[src/rtl/wb_arbiter_2m1s.sv]
// Two-master, one-slave Wishbone arbiter: round-robin with same-cycle grant,
// ownership held for the whole master cycle, watchdog synthetic ack on slave stall.
module wb_arbiter_2m1s #(
   parameter int unsigned           ADDR_WIDTH   = 32,
   parameter int unsigned           DATA_WIDTH   = 32,
   parameter int unsigned           SEL_WIDTH    = 4,
   parameter logic [15:0]           TIMEOUT      = 16'd255,
   parameter logic [DATA_WIDTH-1:0] TIMEOUT_DATA = DATA_WIDTH'(32'hDEAD_BEEF)
) (
   input  logic                  clk,
   input  logic                  rst,
   // master 0 (instruction-side bridge)
   input  logic                  m0_cyc_i,
   input  logic                  m0_stb_i,
   input  logic                  m0_we_i,
   input  logic [ADDR_WIDTH-1:0] m0_addr_i,
   input  logic [DATA_WIDTH-1:0] m0_data_i,
   input  logic [SEL_WIDTH-1:0]  m0_sel_i,
   output logic [DATA_WIDTH-1:0] m0_data_o,
   output logic                  m0_ack_o,
   // master 1 (data-side bridge)
   input  logic                  m1_cyc_i,
   input  logic                  m1_stb_i,
   input  logic                  m1_we_i,
   input  logic [ADDR_WIDTH-1:0] m1_addr_i,
   input  logic [DATA_WIDTH-1:0] m1_data_i,
   input  logic [SEL_WIDTH-1:0]  m1_sel_i,
   output logic [DATA_WIDTH-1:0] m1_data_o,
   output logic                  m1_ack_o,
   // shared slave
   output logic                  s_cyc_o,
   output logic                  s_stb_o,
   output logic                  s_we_o,
   output logic [ADDR_WIDTH-1:0] s_addr_o,
   output logic [DATA_WIDTH-1:0] s_data_o,
   output logic [SEL_WIDTH-1:0]  s_sel_o,
   input  logic [DATA_WIDTH-1:0] s_data_i,
   input  logic                  s_ack_i,
   // status
   output logic [1:0]            grant_o,
   output logic                  timeout_o
);

   localparam int unsigned CNT_WIDTH = 16;

   typedef enum logic [1:0] {
      IDLE = 2'd0,
      GNT0 = 2'd1,
      GNT1 = 2'd2
   } state_t;

   state_t               state;
   state_t               state_next;
   logic                 rr_ptr;
   logic                 rr_ptr_next;
   logic [CNT_WIDTH-1:0] cnt;
   logic [CNT_WIDTH-1:0] cnt_next;
   logic                 owner_valid;
   logic                 owner_idx;
   logic                 in_grant;
   logic                 wd_fire;

   // State, round-robin pointer, watchdog counter and sticky timeout flag
   always_ff @(posedge clk) begin
      if (rst) begin
         state     <= IDLE;
         rr_ptr    <= 1'b0;
         cnt       <= '0;
         timeout_o <= 1'b0;
      end else begin
         state     <= state_next;
         rr_ptr    <= rr_ptr_next;
         cnt       <= cnt_next;
         timeout_o <= timeout_o | wd_fire;
      end
   end

   // Owner selection, next state, slave routing, ack/data return, watchdog
   always_comb begin
      state_next  = state;
      rr_ptr_next = rr_ptr;
      owner_valid = 1'b0;
      owner_idx   = 1'b0;
      in_grant    = 1'b0;
      wd_fire     = 1'b0;
      s_cyc_o     = 1'b0;
      s_stb_o     = 1'b0;
      s_we_o      = 1'b0;
      s_addr_o    = '0;
      s_data_o    = '0;
      s_sel_o     = '0;
      grant_o     = 2'b00;
      m0_ack_o    = 1'b0;
      m1_ack_o    = 1'b0;
      m0_data_o   = s_data_i;
      m1_data_o   = s_data_i;
      cnt_next    = cnt;

      case (state)
         IDLE: begin
            owner_valid = m0_cyc_i | m1_cyc_i;
            owner_idx   = (m0_cyc_i & m1_cyc_i) ? rr_ptr : m1_cyc_i;
            if (owner_valid) begin
               state_next  = owner_idx ? GNT1 : GNT0;
               rr_ptr_next = ~owner_idx;
            end
         end
         GNT0: begin
            in_grant    = 1'b1;
            owner_valid = m0_cyc_i;
            owner_idx   = 1'b0;
            if (!m0_cyc_i) state_next = IDLE;
         end
         GNT1: begin
            in_grant    = 1'b1;
            owner_valid = m1_cyc_i;
            owner_idx   = 1'b1;
            if (!m1_cyc_i) state_next = IDLE;
         end
         default: state_next = IDLE;
      endcase

      // Synthetic ack only in a held grant; a real ack in the same cycle wins
      wd_fire = (TIMEOUT != 16'd0) && in_grant && owner_valid &&
                (cnt == TIMEOUT) && !s_ack_i;

      if (owner_valid) begin
         grant_o = owner_idx ? 2'b10 : 2'b01;
         if (owner_idx) begin
            s_cyc_o  = m1_cyc_i & ~wd_fire;
            s_stb_o  = m1_stb_i & ~wd_fire;
            s_we_o   = m1_we_i;
            s_addr_o = m1_addr_i;
            s_data_o = m1_data_i;
            s_sel_o  = m1_sel_i;
         end else begin
            s_cyc_o  = m0_cyc_i & ~wd_fire;
            s_stb_o  = m0_stb_i & ~wd_fire;
            s_we_o   = m0_we_i;
            s_addr_o = m0_addr_i;
            s_data_o = m0_data_i;
            s_sel_o  = m0_sel_i;
         end
      end

      m0_ack_o = owner_valid & ~owner_idx & (s_ack_i | wd_fire);
      m1_ack_o = owner_valid &  owner_idx & (s_ack_i | wd_fire);
      if (wd_fire && !owner_idx) m0_data_o = TIMEOUT_DATA;
      if (wd_fire &&  owner_idx) m1_data_o = TIMEOUT_DATA;

      if (!s_cyc_o || s_ack_i || wd_fire) begin
         cnt_next = '0;
      end else if (cnt != {CNT_WIDTH{1'b1}}) begin
         cnt_next = cnt + CNT_WIDTH'(1);
      end
   end

   a_grant_onehot: assert property (@(posedge clk) disable iff (rst)
      $onehot0(grant_o));
   a_ack_owner: assert property (@(posedge clk) disable iff (rst)
      !(m0_ack_o && !grant_o[0]) && !(m1_ack_o && !grant_o[1]));
   a_cyc_granted: assert property (@(posedge clk) disable iff (rst)
      !(s_cyc_o && (grant_o == 2'b00)));

endmodule

[config.mk]
export PLATFORM = sky130hd
export DESIGN_NAME = wb_arbiter_2m1s
export DESIGN_NICKNAME = d
export VERILOG_FILES = /design/src/rtl/wb_arbiter_2m1s.sv
export SDC_FILE = /design/constraint.sdc
export NUM_CORES = 1
export LEC_CHECK = 0
export BUFFER_PORTS_ARGS = -buffer_cell sky130_fd_sc_hd__buf_2
export CORE_AREA = 2 2 123 125
export DETAILED_ROUTE_END_ITERATION = 6
export DIE_AREA = 0 0 125 127
export SLEW_MARGIN = 20
export SYNTH_ARGS = -nofsm -noshare
export SYNTH_HDL_FRONTEND = slang
export SYNTH_SLANG_ARGS = --single-unit
[constraint.sdc]
create_clock -name clk -period 2.15 [get_ports clk]
set_input_delay 0.1075 -clock clk [delete_from_list [all_inputs] [get_ports clk]]
set_output_delay 0.1075 -clock clk [all_outputs]
set_load 0.01 [all_outputs]
==> results of run 1 <==
## kinds of logic after synthesis
| family | count (synthesis) |
|---|---|
| AND/OR/NAND/NOR | 218 |
| AO/OA/AOI/OAI | 171 |
| buffers and inverters | 44 |
| flip-flops | 20 |
| adder cells (fa/ha/maj) | 5 |
| XOR/XNOR | 1 |
| multiplexers | 1 |
## per-stage QoR
step	area, um2	hold slack, ps	setup WS (ps)	utilization [%]
finish	5450	60.4	-72.4	37.8
global route	5450	58.6	-149	37.8
CTS	5030	64.1	-198	34.9
detailed placement	4630	342	50.4	32.1
global placement	4630	336	65.2	32.1
floorplan	2670	177	43.7	-
## power breakdown
group / total (mW) / internal (mW) / switching (mW)
Sequential: 0.389 / 0.380 / 0.00876
Clock: 0.510 / 0.369 / 0.141
Combinational: 2.08 / 0.931 / 1.15
Total: 2.98 / 1.68 / 1.30
## synthesized netlist by cell type
master      n
a211o_1     1
a211oi_1    5
a21boi_0   17
a21o_1     50
a21oi_1    77
a22oi_1     2
a311oi_1    1
a31o_2      1
a31oi_1     8
a41oi_1     1
and2_1      2
and3_1      3
and4_1      1
buf_1       2
buf_2       5
buf_4       5
clkbuf_1   28
dfxtp_1    20
ha_1        5
inv_1       4
mux2i_1     1
nand2_1   152
nand2b_1    2
nand3_1     8
nand4_1     4
nor2_1     17
nor2b_1     2
nor3_1     14
nor3b_2     1
nor4_1      5
o211ai_1    2
o21ai_0     6
or2_2       2
or3_1       4
or4_1       1
xnor2_1     1
## layout make-up
class	count	area [um2]
Tap cell	184	230
Clock inverter	1	30.0
Clock buffer	3	75.1
Sequential cell	20	412
Multi-Input combinational cell	396	2290
Timing Repair Buffer	376	2400
Inverter	4	15.0
Fill cell	1549	8980
## critical path, delay by kind of cell (launching register included)
| kind | cells | cell delay, ps |
|---|---|---|
| AO/OA/AOI/OAI | 1 | 110 |
| buffers and inverters | 3 | 480 |
| flip-flops | 1 | 320 |
| AND/OR/NAND/NOR | 3 | 950 |
## state kept, by name (all words and copies together) (netlist names)
signal,cells
state,2
timeout_o,1
rr_ptr,1
cnt,16
## worst paths after layout
path,end,depth (start not counted)
max reg2reg,cnt[14]$_SDFFE_PP0P_,5
min,state[1]$_SDFFE_PP0P_,2
max,m1_data_o[26],7
min reg2reg,timeout_o$_SDFF_PP0_,2
## layer usage
layer  vias up  share of wire, %  wire length [um]
met3         9               7.3              1130
met4         0              0.90               139
li1       2275                 -                 -
met1      2156                42              6460
met2       232                50              7720
met5         -                 0                 0
## timing repair
action / CTS / global route
hold buffers: 0 / 0
buffers inserted: 10 / 9
cloned: 4 / 8
endpoints found under the setup margin: 113 / 129
resized for setup: 31 / 64
pin swaps: 3 / 51
==> results.md, run 1 <==
Outcome:
- The run finished, with violations left.
- The final reports fail on negative setup slack.

Run:
- Max-cap violations in this run came to 0.

Global route:
- The most congested layer reported by global routing is met2.
- The first global-routing pass estimated 20800 um of wire.
- In the global route stage, met1 resource usage came out at 21.2%.
- The number of antenna violations at the first check in global routing is 0.
- The met3 demand-to-capacity share in global routing is 1.84%.
- The overall overflow remaining after global route is 0.
- The number of global-route vias before repair was 3881.
- The global-route total usage across every layer is 16.0%.
- Global routing used between 20% and 30% of the available met2 tracks.
- The pin count of the biggest net entering global routing is 41.

CTS:
- The clock tree from TritonCTS is done.
- The H-tree depth is 1.
- In this run the deepest clock path goes through 2 buffers.
- The clock transition time at the flip-flop clock pins of the worst setup and hold paths is 60 ps.
- The clock net in this run drives a total of 20 sinks.
- The number of buffers added by the clock tree synthesis step is 3.
- The tree is rooted in a clkbuf_16.
- Clock latency on the worst-skew pair, taken at its later pin, is ~250 ps.

Pwr:
- The sum of internal, switching and leakage power is 2.98 mW.
- The worst-case IR drop observed on VDD is 205 uV.
- For this design the ratio of total power to cell area is 547 mW/mm2.
- The cell leakage power is just under 3 nW.

Synth:
- After Yosys synthesis, XOR and XNOR cells account for 0.328% of the synthesized area.
- The share of synthesized area occupied by flip-flops and latches is 15.0%.
- Each instance of the synthesized netlist takes up on average roughly 5.8 um2.
- The top cell type by area accounts for 21.4% of the synthesized area.
- After synthesis, the largest family of logic cells by area is compound AO/OA/AOI/OAI gates.
- The number of warnings issued by yosys is 0.
- The net count after synthesis is 642.
- The mux share of post-synthesis cell area is less than 1%.
- Counting flops and latches in the post-synthesis netlist gives 20.
- The gate count after technology mapping is 460.
- The biggest area contributor in the post-synthesis netlist is nand2_1.
- The area of the mapped netlist is 0.00267 mm2.
- Yosys mapped the design onto 36 distinct sky130hd cell types.
- The arithmetic-cell share of the synthesized area counting full adders, half adders and majority gates is 2.35%.
- The area fraction in and, or, nand and nor cells after synthesis is 34.6%.
- The complex-gate fraction of the synthesized area is 40.2%.
- In the post-synthesis netlist, the biggest area contributors are nand2_1 (21%), dfxtp_1 (15%), a21oi_1 (14%).

Hold path:
- In this run the worst hold path is classified as input pin to register.
- The worst hold path startpoint is rst.

Placement:
- During placement, the flow inserted port buffers numbering 316.
- The HPWL after detailed placement is around 11000 um.
- At the end of routability-driven placement, the weighted congestion stood at 0.855.
- After detailed placement, the design holds a cell count of 950.

Final layout:
- The final antenna diode count is 0.
- The library cells used most frequently in the layout, excluding fill and tap cells, are buf_2 (309), nand2_1 (149), a21oi_1 (57).
- The share of layout cells above drive strength 1 is 54.4%.
- The final layout net count is about 1000.
- Relative to the synthesized area, the layout overhead comes to 104%.
- The library cell used most frequently in the layout, excluding fill and tap cells, is buf_2.
- The final cell count without fillers is 984.

Critical path:
- The critical path start-end classification is register to output pin.
- The slowest library cell on the worst path is or4_4.
- The minimum setup slack among reg-to-reg paths is 420 ps.
- The largest single stage delay on the critical path is approximately 530 ps.
- The worst setup path is captured at an output pin.
- The critical path data arrival time is between 2000 and 2500 ps.
- Tracing the worst setup path back leads to its startpoint at cnt[13]$_SDFFE_PP0P_.
- The required time reported for the critical path endpoint is 2040 ps.
- The beginning of the worst register-to-register path is cnt[10]$_SDFFE_PP0P_.
- Along the worst path, the maximum fanout reaches 8.
- The worst setup path is launched from a register.
- Walking the worst path, the cells encountered are or4_4, nor4_2, nor3b_4, buf_6, clkbuf_16, a21o_1, buf_2.

Timing:
- Setup repair after global routing could not meet its margin everywhere.
- The maximum clock skew at final layout is 2.16 ps.
- The transition time at the pin with the least slew margin is 404 ps.
- The worst-case setup margin in the final layout is -72.4 ps.
- The shortest clock period the worst path allows after layout is 2220 ps.
- Summed over all failing endpoints, the final setup total negative slack is -1920 ps.
- Headroom to the max-slew limit came out at approximately 73%.
- The maximum clock frequency is 0.450 GHz.
- The final critical-path share of the clock period is 103%.
- The count of pins over their slew limit came to 0.
- The number of hold-slack violations in the final timing report was 0.
- Setup violations remaining at the end of the flow were counted as 60.

Floorplan:
- From bottom edge to top edge, the die measures 127 um.
- The die span in x is 125 um.
- The area inside the core boundary is 0.0144 mm2.
- The number of placement rows is 44.
- The die covers 0.0159 mm2.
- For this design the top-level I/O count stands at 317.
- The starting utilization of the core area is a little under a fifth.

Routing:
- The detail route stage leaves a number of antenna-violating nets equal to 0.
- For this run, the detailed router's first-pass iteration total came to 4.
- The number of DRC markers in iteration 0 is ~230.
- For this run, design rule violations remaining after detail routing come to 0.
- Dividing the detail-routed wire length by the instance count gives roughly 16 um.
- The detail-routed via count per cell is 4.75.
- The final layout contains routed wiring with a total length of 15500 um.
- Across all layers, the routed design uses 4672 vias.
Note: power is estimated with default switching activity, not from simulation.
==> inputs of run 2 (changes only) <==
Settings changed: PLACE_DENSITY set to 0.52.
==> run 2 against run 1 <==
  * The run still ends with negative setup slack left
  * Total power down 15%
  * Setup slack improved by 7.9 ps
  * Via count shrank 5.5%
  * Register-to-register slack barely moved
  * First-iteration DRC count is 15% lower
  * Sequential cell count unchanged
  * Final cell count is 2.8% lower
  * Non-clock buffer count decreased by 28
  * Clock skew about the same
==> results.md, run 2 (synthesis gave the netlist of run 1 again) <==
Final layout:
- The area growth from synthesis to layout is 87.5%.
- In the final layout, the registers with the most flip-flops are cnt (16), state (2).
- The layout filler cell count is 1645 (+6.2%).
- The share of layout cells above drive strength 1 came to 48.6% (-5.8 points).
- The final antenna diode count was 0 (unchanged).
- The sequential cell area was 403 um2 (-2.1%).
- The final layout net count is 955 (-2.8%).
- The number of flip-flops under the largest register name is 16 (unchanged).
- The leading cell type in the layout, fill and taps excluded is buf_2.
- In the layout the commonest cells are buf_2 (314), nand2_1 (152), a21oi_1 (74).
- The top register by number of flip-flops is cnt.
- The multi-input gate area in the final layout came to 0.00218 mm2 (-4.5%).

Timing:
- The maximum clock frequency is 0.452 GHz (+0.36%).
- The worst-case setup margin in the final layout is -64.5 ps (+7.90 ps).
- The final count of negative-setup-slack endpoints is 62 (+3.3%).
- The worst hold margin is 65.0 ps (+4.61 ps).
- The count of pins over their slew limit is 0 (unchanged).
- The worst slew margin relative to its limit is 70.3% (-2.5 points).
- The maximum clock skew at final layout is 2.15 ps (-0.00819 ps).
- The total negative slack came to -2540 ps (-618 ps).
- The number of hold-slack violations in the final timing report is 0 (unchanged).
- The shortest clock period the worst path allows after layout was 2210 ps (-7.90 ps).
- The transition time at the pin with the least slew margin is 441 ps (+36.9 ps).
- The final critical-path share of the clock period is 103% (-0.37 points).
- Setup repair after global routing could not meet its margin everywhere.

Floorplan:
- The area inside the core boundary is 0.0144 mm2 (unchanged).
- The starting utilization of the core area is 18.5% (unchanged).
- The top-level I/O count came to 317 (unchanged).
- The die height is 127 um (unchanged).
- The number of placement rows is 44 (unchanged).
- The area of the die is 0.0159 mm2 (unchanged).
- The die span in x is 125 um (unchanged).

Pwr:
- The net switching power of the design was 1.16 mW (-10%).
- The power share of the clock group is 16.6% (-0.5 points).
- The sum of internal, switching and leakage power was 2.54 mW (-15%).
- The combinational share of power is 68.1% (-1.7 points).
- The internal power summed over all cells is 1.38 mW (-18%).
- The power share of the sequential group was 15.3% (+2.3 points).
- The net switching fraction of the power is 45.8% (+2.2 points).
- The worst voltage drop across the vdd grid is 326 uV (+59%).
- The power density relative to cell area is 508 mW/mm2 (-7.1%).
- The cell leakage power is 2.76 nW (-7.2%).

Global route:
- The first-pass GRT wire length is 21100 um (+1.5%).
- The overall overflow remaining after global route is 0 (unchanged).
- The pin count of the biggest net entering global routing is 65 (+59%).
- The layer flagged by global routing as most heavily used is met2.
- The number of global-route vias before repair was 3949 (+1.8%).
- The met3 demand-to-capacity share in global routing is 2.26% (+0.42 points).
- The number of antenna violations at the first check in global routing is 0 (unchanged).
- The fraction of met2 tracks used by global routing was 28.6% (-0.032 points).
- The global-route total usage across every layer came to 16.0% (+0.023 points).
- The met1 track utilization from global routing is 21.0% (-0.20 points).

Placement:
- The HPWL after detailed placement is 11100 um (-1.2%).
- The count of buffers from port buffering is 316 (unchanged).
- The setup slack at placement was 64.4 ps (+14.0 ps).
- The routability congestion estimate is 0.837 (-2.2%).

Run:
- The max-capacitance violation count is 0 (unchanged).

CTS:
- The clock latency at the later pin of the worst-skew pair is 250 ps (about the same).
- The H-tree depth is 1 (unchanged).
- The clock tree from TritonCTS is done.
- The largest buffer count on any clock path was 2 (unchanged).
- The root buffer selected by CTS is clkbuf_16.
- The total clock sinks is 20 (unchanged).
- The number of hold buffers added after cts is 0 (unchanged).
- The clock transition time at the flip-flop clock pins of the worst setup and hold paths is 60 ps (about the same).
- The number of buffers added by the clock tree synthesis step is 3 (unchanged).

Critical path:
- The largest fanout on the critical path came to 8 (unchanged).
- The critical path data arrival time was 2110 ps (about the same).
- The critical path start-end classification is register to output pin.
- The required time reported for the critical path endpoint is 2040 ps (about the same).
- The element type at the critical path start is a register.
- The kind of end point of the critical path is an output pin.

Routing:
- The sum of routed wire length over all layers is 14600 um (-5.2%).
- The number of DRC markers in iteration 0 is 192 (-15%).
- The count of vias placed by the detailed router is 4415 (-5.5%).
- The number of design rule violations left after detail routing is 0 (unchanged).
- The iteration count of the initial detailed-routing pass was 4 (unchanged).
- The antenna violation net count after detailed routing came to 0 (unchanged).
- The wire length per cell after detailed routing is 15.3 um (-2.4%).
- The detail-routed via count per cell is 4.62 (-2.7%).

Outcome:
- The checks that failed: negative setup slack.
- The run finished, with violations left.

Hold path:
- The min-delay analysis places its worst path in the category input pin to register.
==> run 2: changes by cell type in the layout (fill, tap and decap cells not counted), moves of 4 or more <==
| cell | delta |
|---|---|
| buf_4 | -19 |
| a21boi_0 | +12 |
| a21oi_2 | -17 |
| buf_2 | +5 |
| a21boi_2 | -8 |
| dfxtp_1 | +5 |
| dfxtp_2 | -4 |
| a21oi_1 | +17 |
| a21boi_1 | -4 |
| buf_6 | -10 |
==> run 2: metal layers <==
metal / routed length, um / up-vias
li1: - / 2216
met1: 6280 / 1979
met2: 7160 / 208
met3: 995 / 12
met4: 212 / 0
met5: 0 / -
==> run 2: layout make-up <==
cell class,instances,area share (%)
flip-flops and latches,20,8.06
repair buffers,348,41.6
multi-input cells,396,43.7
inverters,4,0.300
clock buffers,4,1.78
well taps,184,4.61
==> run 2: final timing paths <==
| path | from | to | slack (ps) | depth (start not counted) |
|---|---|---|---|---|
| worst max-delay path | cnt[1]$_SDFFE_PP0P_ | m1_data_o[31] | -60 | 8 |
| worst min-delay path | rst | state[1]$_SDFFE_PP0P_ | 70 | 2 |
| worst max register to register | cnt[8]$_SDFFE_PP0P_ | cnt[14]$_SDFFE_PP0P_ | 420 | 5 |
| worst min register to register | state[1]$_SDFFE_PP0P_ | state[1]$_SDFFE_PP0P_ | 480 | 2 |
==> run 2: worst max-delay path, stage by stage (launching register included) <==
cell       delay, ps
dfxtp_1          390
ha_4             190
nand3_2          130
nor4_4           290
nor3b_4          260
buf_6            190
clkbuf_16        170
a21o_1           100
buf_2            120
==> run 2: power groups by stage <==
stage | Clock, mW | Sequential (mW) | Combinational, mW
3_3_place_gp | 0 | 0.395 | 1.71
3_5_place_dp | 0 | 0.395 | 1.69
2_1_floorplan | 0 | 0.395 | 0.858
6_report | 0.421 | 0.389 | 1.73
5_1_grt | 0.445 | 0.390 | 1.89
4_1_cts | 0.431 | 0.386 | 1.72
==> run 2: repair_timing <==
item                                    4_1_cts  5_1_grt
cloned                                        3        4
hold endpoints to repair                      0        0
pin swaps                                     2        2
resized for setup                            16       15
endpoints found under the setup margin      129      132
setup buffers                                 3        2
==> run 2: metrics by stage <==
step / utilization [%] / std cells / instance area, um2
finish: 34.7 / 956 / 5000
global route: 34.7 / 956 / 5000
CTS: 33.5 / 950 / 4830
detailed placement: 31.8 / 940 / 4580
global placement: 31.8 / 940 / 4580
floorplan: - / 460 / 2670
==> inputs of run 3 (changes only) <==
Settings changed: CELL_PAD_IN_SITES_DETAIL_PLACEMENT set to 0, CELL_PAD_IN_SITES_GLOBAL_PLACEMENT set to 2, CORE_AREA 2 2 123 125 to unset, CORE_ASPECT_RATIO set to 1.4, CORE_MARGIN set to 2, CORE_UTILIZATION set to 14, DIE_AREA 0 0 125 127 to unset, PLACE_DENSITY 0.52 to 0.85.
Clock period 2.15 ns to 2.2 ns, I/O delays scaled along.
==> run 3 against run 2 <==
  * The flow still finishes with violations (negative setup slack)
  * Core utilization down 5.6 points
  * Clock-buffer cell count is the same
  * Via count increased by 1.3%
  * Setup slack got worse by 17 ps
  * Die area increased by 27%
  * Cell area grew 8.3%
  * Sequential cell count stayed put
  * Sequential power decreased by 2%
  * First-iteration DRC count down 9.9%
  * Clock power is essentially flat
  * Final cell count grew 8.8%
  * Critical endpoint is now m1_data_o[7]
  * Largest cell class is now non-clock buffers
  * Highest routed layer unchanged
==> results.md, run 3 (synthesis gave the netlist of run 1 again) <==
Outcome:
- The run finished, with violations left.
- The checks that failed: negative setup slack.

Timing:
- The routed design could run at a clock period as short as between 2000 and 2500 ps.
- Setup repair after global routing could not meet its margin everywhere.
- The count of pins over their slew limit came to 0 (unchanged).
- The maximum clock frequency is 0.438 GHz.
- The worst-case setup margin in the final layout is -81.9 ps (-17.4 ps).
- The worst slew margin relative to its limit came to 72.0% (+1.7 points).
- The final critical-path share of the clock period is 104%.
- The final count of negative-setup-slack endpoints is 31 (-50%).
- The number of hold-slack violations in the final timing report was 0 (unchanged).
- The maximum clock skew at final layout is 3.25 ps (+1.09 ps).
- The transition time at the pin with the least slew margin was 416 ps (-24.9 ps).

Global route:
- The global-route total usage across every layer came to 14.5% (-1.5 points).
- The number of antenna violations at the first check in global routing is 1 (+1).
- The overall overflow remaining after global route came to 0 (unchanged).
- The first-pass GRT wire length is 23200 um (+10%).
- The pin count of the biggest net entering global routing came to 34 (-48%).
- The number of global-route vias before repair is 4241 (+7.4%).

Placement:
- The HPWL after detailed placement is 12600 um (+14%).
- The routability congestion estimate came to 0.812 (-3.0%).
- The placed instance count was 1015 (+8.0%).
- The count of buffers from port buffering came to 316 (unchanged).

Final layout:
- The leading cell type in the layout, fill and taps excluded is buf_2.
- From synthesis to final layout, the design area changed by 103%.
- The layout filler cell count is 2102 (+28%).
- The largest registers in the layout are cnt (16), state (2).
- The final antenna diode count is 0 (unchanged).
- The final layout net count came to 979 (+2.5%).
- Leaving out fill and tap cells, the most frequent cells in the layout are buf_2 (302), nand2_1 (152), a21oi_1 (74).
- The number of flip-flops under the largest register name is 16 (unchanged).
- The share of layout cells above drive strength 1 is 51.3% (+2.7 points).
- The top register by number of flip-flops is cnt.
- The utilization of the core after routing is 29.1% (-5.6 points).
- The final cell count without fillers is 1040 (+8.8%).

CTS:
- The clock tree from TritonCTS is done.
- The total clock sinks is 20 (unchanged).
- The number of buffers added by the clock tree synthesis step is 3 (unchanged).
- The root buffer selected by CTS is clkbuf_16.
- The largest buffer count on any clock path is 2 (unchanged).
- The H-tree depth is 1 (unchanged).
- The clock transition time at the flip-flop clock pins of the worst setup and hold paths came to 60 ps (about the same).
- The clock latency at the later pin of the worst-skew pair is 260 ps (about the same).
- The number of hold buffers added after cts came to 0 (unchanged).

Critical path:
- The buffering stage count on the worst path with inverters included came to 4 (+1).
- The slowest stage of the critical path is the or4_4 cell.
- The minimum setup slack among reg-to-reg paths is 390 ps (-30 ps).
- The critical path is of the register to output pin type.
- The worst register-to-register path ends at cnt[11]$_SDFFE_PP0P_.
- STA classifies the critical path endpoint as an output pin.
- The largest fanout on the critical path is 8 (unchanged).
- The critical path data arrival time is 2170 ps (+60 ps).
- Among the stages of the critical path, the cell type that occurs most often is buf_12.
- The count of cells along the worst register-to-register path is 8 (+3).
- The delay of the slowest critical-path stage was 560 ps (+170 ps).
- The beginning of the worst register-to-register path is state[1]$_SDFFE_PP0P_.
- The cell family contributing the most delay on the critical path is simple AND/OR/NAND/NOR gates.
- Traced cell by cell, the critical path runs through or4_4, nor4_4, nor3b_4, buf_12, buf_12, buf_16, a21o_1, buf_2.
- The required time reported for the critical path endpoint was 2090 ps (+50 ps).
- STA classifies the critical path startpoint as a register.

Pwr:
- The cell leakage power came to 2.93 nW (+6.1%).
- The sum of internal, switching and leakage power is 2.70 mW (+6.3%).
- The worst voltage drop across the vdd grid is 251 uV (-23%).
- The power density relative to cell area was 499 mW/mm2 (-1.8%).

Routing:
- The wire length per cell after detailed routing is 15.4 um (+0.56%).
- The detail-routed via count per cell is 4.30 (-6.9%).
- The count of vias placed by the detailed router is 4472 (+1.3%).
- The iteration count of the initial detailed-routing pass was 4 (unchanged).
- The number of design rule violations left after detail routing came to 0 (unchanged).
- The sum of routed wire length over all layers came to 16000 um (+9.4%).
- The number of DRC markers in iteration 0 came to 173 (-9.9%).
- The antenna violation net count after detailed routing is 0 (unchanged).

Floorplan:
- The top-level I/O count is 317 (unchanged).
- The die span in x came to 121 um (-3.5%).
- The area of the die was 0.0202 mm2 (+27%).
- The area inside the core boundary came to 0.0186 mm2 (+29%).
- The starting utilization of the core area was 14.3% (-4.2 points).
- The die height is 167 um (+32%).
- The number of placement rows is 59 (+34%).

Hold path:
- The number of instances on the worst hold path is 2 (unchanged).
- The hold-critical path endpoint is state[0]$_SDFFE_PP0P_.
- The min-delay analysis places its worst path in the category input pin to register.
- The worst hold path startpoint is rst.

Run:
- The max-capacitance violation count was 0 (unchanged).
-- run 3: cell types whose count changed in the layout (fill, tap and decap cells not counted), moves of 4 or more --
cell	before	now
a21boi_0	13	9
buf_12	7	12
buf_2	314	302
buf_4	15	37
buf_6	4	14
dfxtp_1	18	13
dfxtp_2	2	7
-- run 3: worst max path at each step --
stage	start	to	slack [ps]	cells after the start
4_1_cts	cnt[8]$_SDFFE_PP0P_	m0_data_o[9]	-70	8
6_report	cnt[8]$_SDFFE_PP0P_	m1_data_o[7]	-80	8
2_1_floorplan	state[0]$_SDFFE_PP0P_	m0_data_o[14]	90	9
5_1_grt	cnt[8]$_SDFFE_PP0P_	m1_data_o[26]	-170	8
3_3_place_gp	cnt[12]$_SDFFE_PP0P_	s_stb_o	60	6
3_5_place_dp	cnt[12]$_SDFFE_PP0P_	s_stb_o	80	6
-- run 3: cell type report --
class                      instances  area [um2]  share of cell area [%]
timing repair buffer             372        2370                    43.9
inverter                           4        15.0                   0.277
tap                              244         305                    5.64
clock buffer                       4        88.8                    1.64
sequential                        20         409                    7.56
multi-input combinational        396        2220                    41.0
-- run 3: stage by stage --
stage	cell area, um2	TNS [ps]	setup slack, ps	hold WS (ps)
floorplan	2670	0	91.2	179
global placement	4760	0	57.4	373
detailed placement	4760	0	81.1	384
CTS	5280	-3460	-72.3	112
global route	5410	-6320	-169	126
finish	5410	-1720	-81.9	112
-- run 3: timing repair --
action                     in CTS  in global routing
pin swaps                       2                 22
hold endpoints to repair        0                  0
gates cloned                    5                  4
setup endpoints to repair      85                 87
buffers inserted               13                  2
gates resized for setup        29                 29
-- run 3: where the power goes --
| group | internal (mW) | total [mW] | switching [mW] |
|---|---|---|---|
| clock | 0.277 | 0.418 | 0.141 |
| sequential | 0.372 | 0.381 | 0.00817 |
| combinational | 0.840 | 1.90 | 1.06 |
| total | 1.49 | 2.70 | 1.21 |
-- run 3: routing by layer --
| layer | up-vias | global-route usage (%) | routed length, um |
|---|---|---|---|
| li1 | 2268 | - | - |
| met1 | 1990 | 16.7 | 6250 |
| met2 | 206 | 26.9 | 8070 |
| met3 | 8 | 4.09 | 1600 |
| met4 | 0 | 1.82 | 103 |
| met5 | - | 0 | 0 |
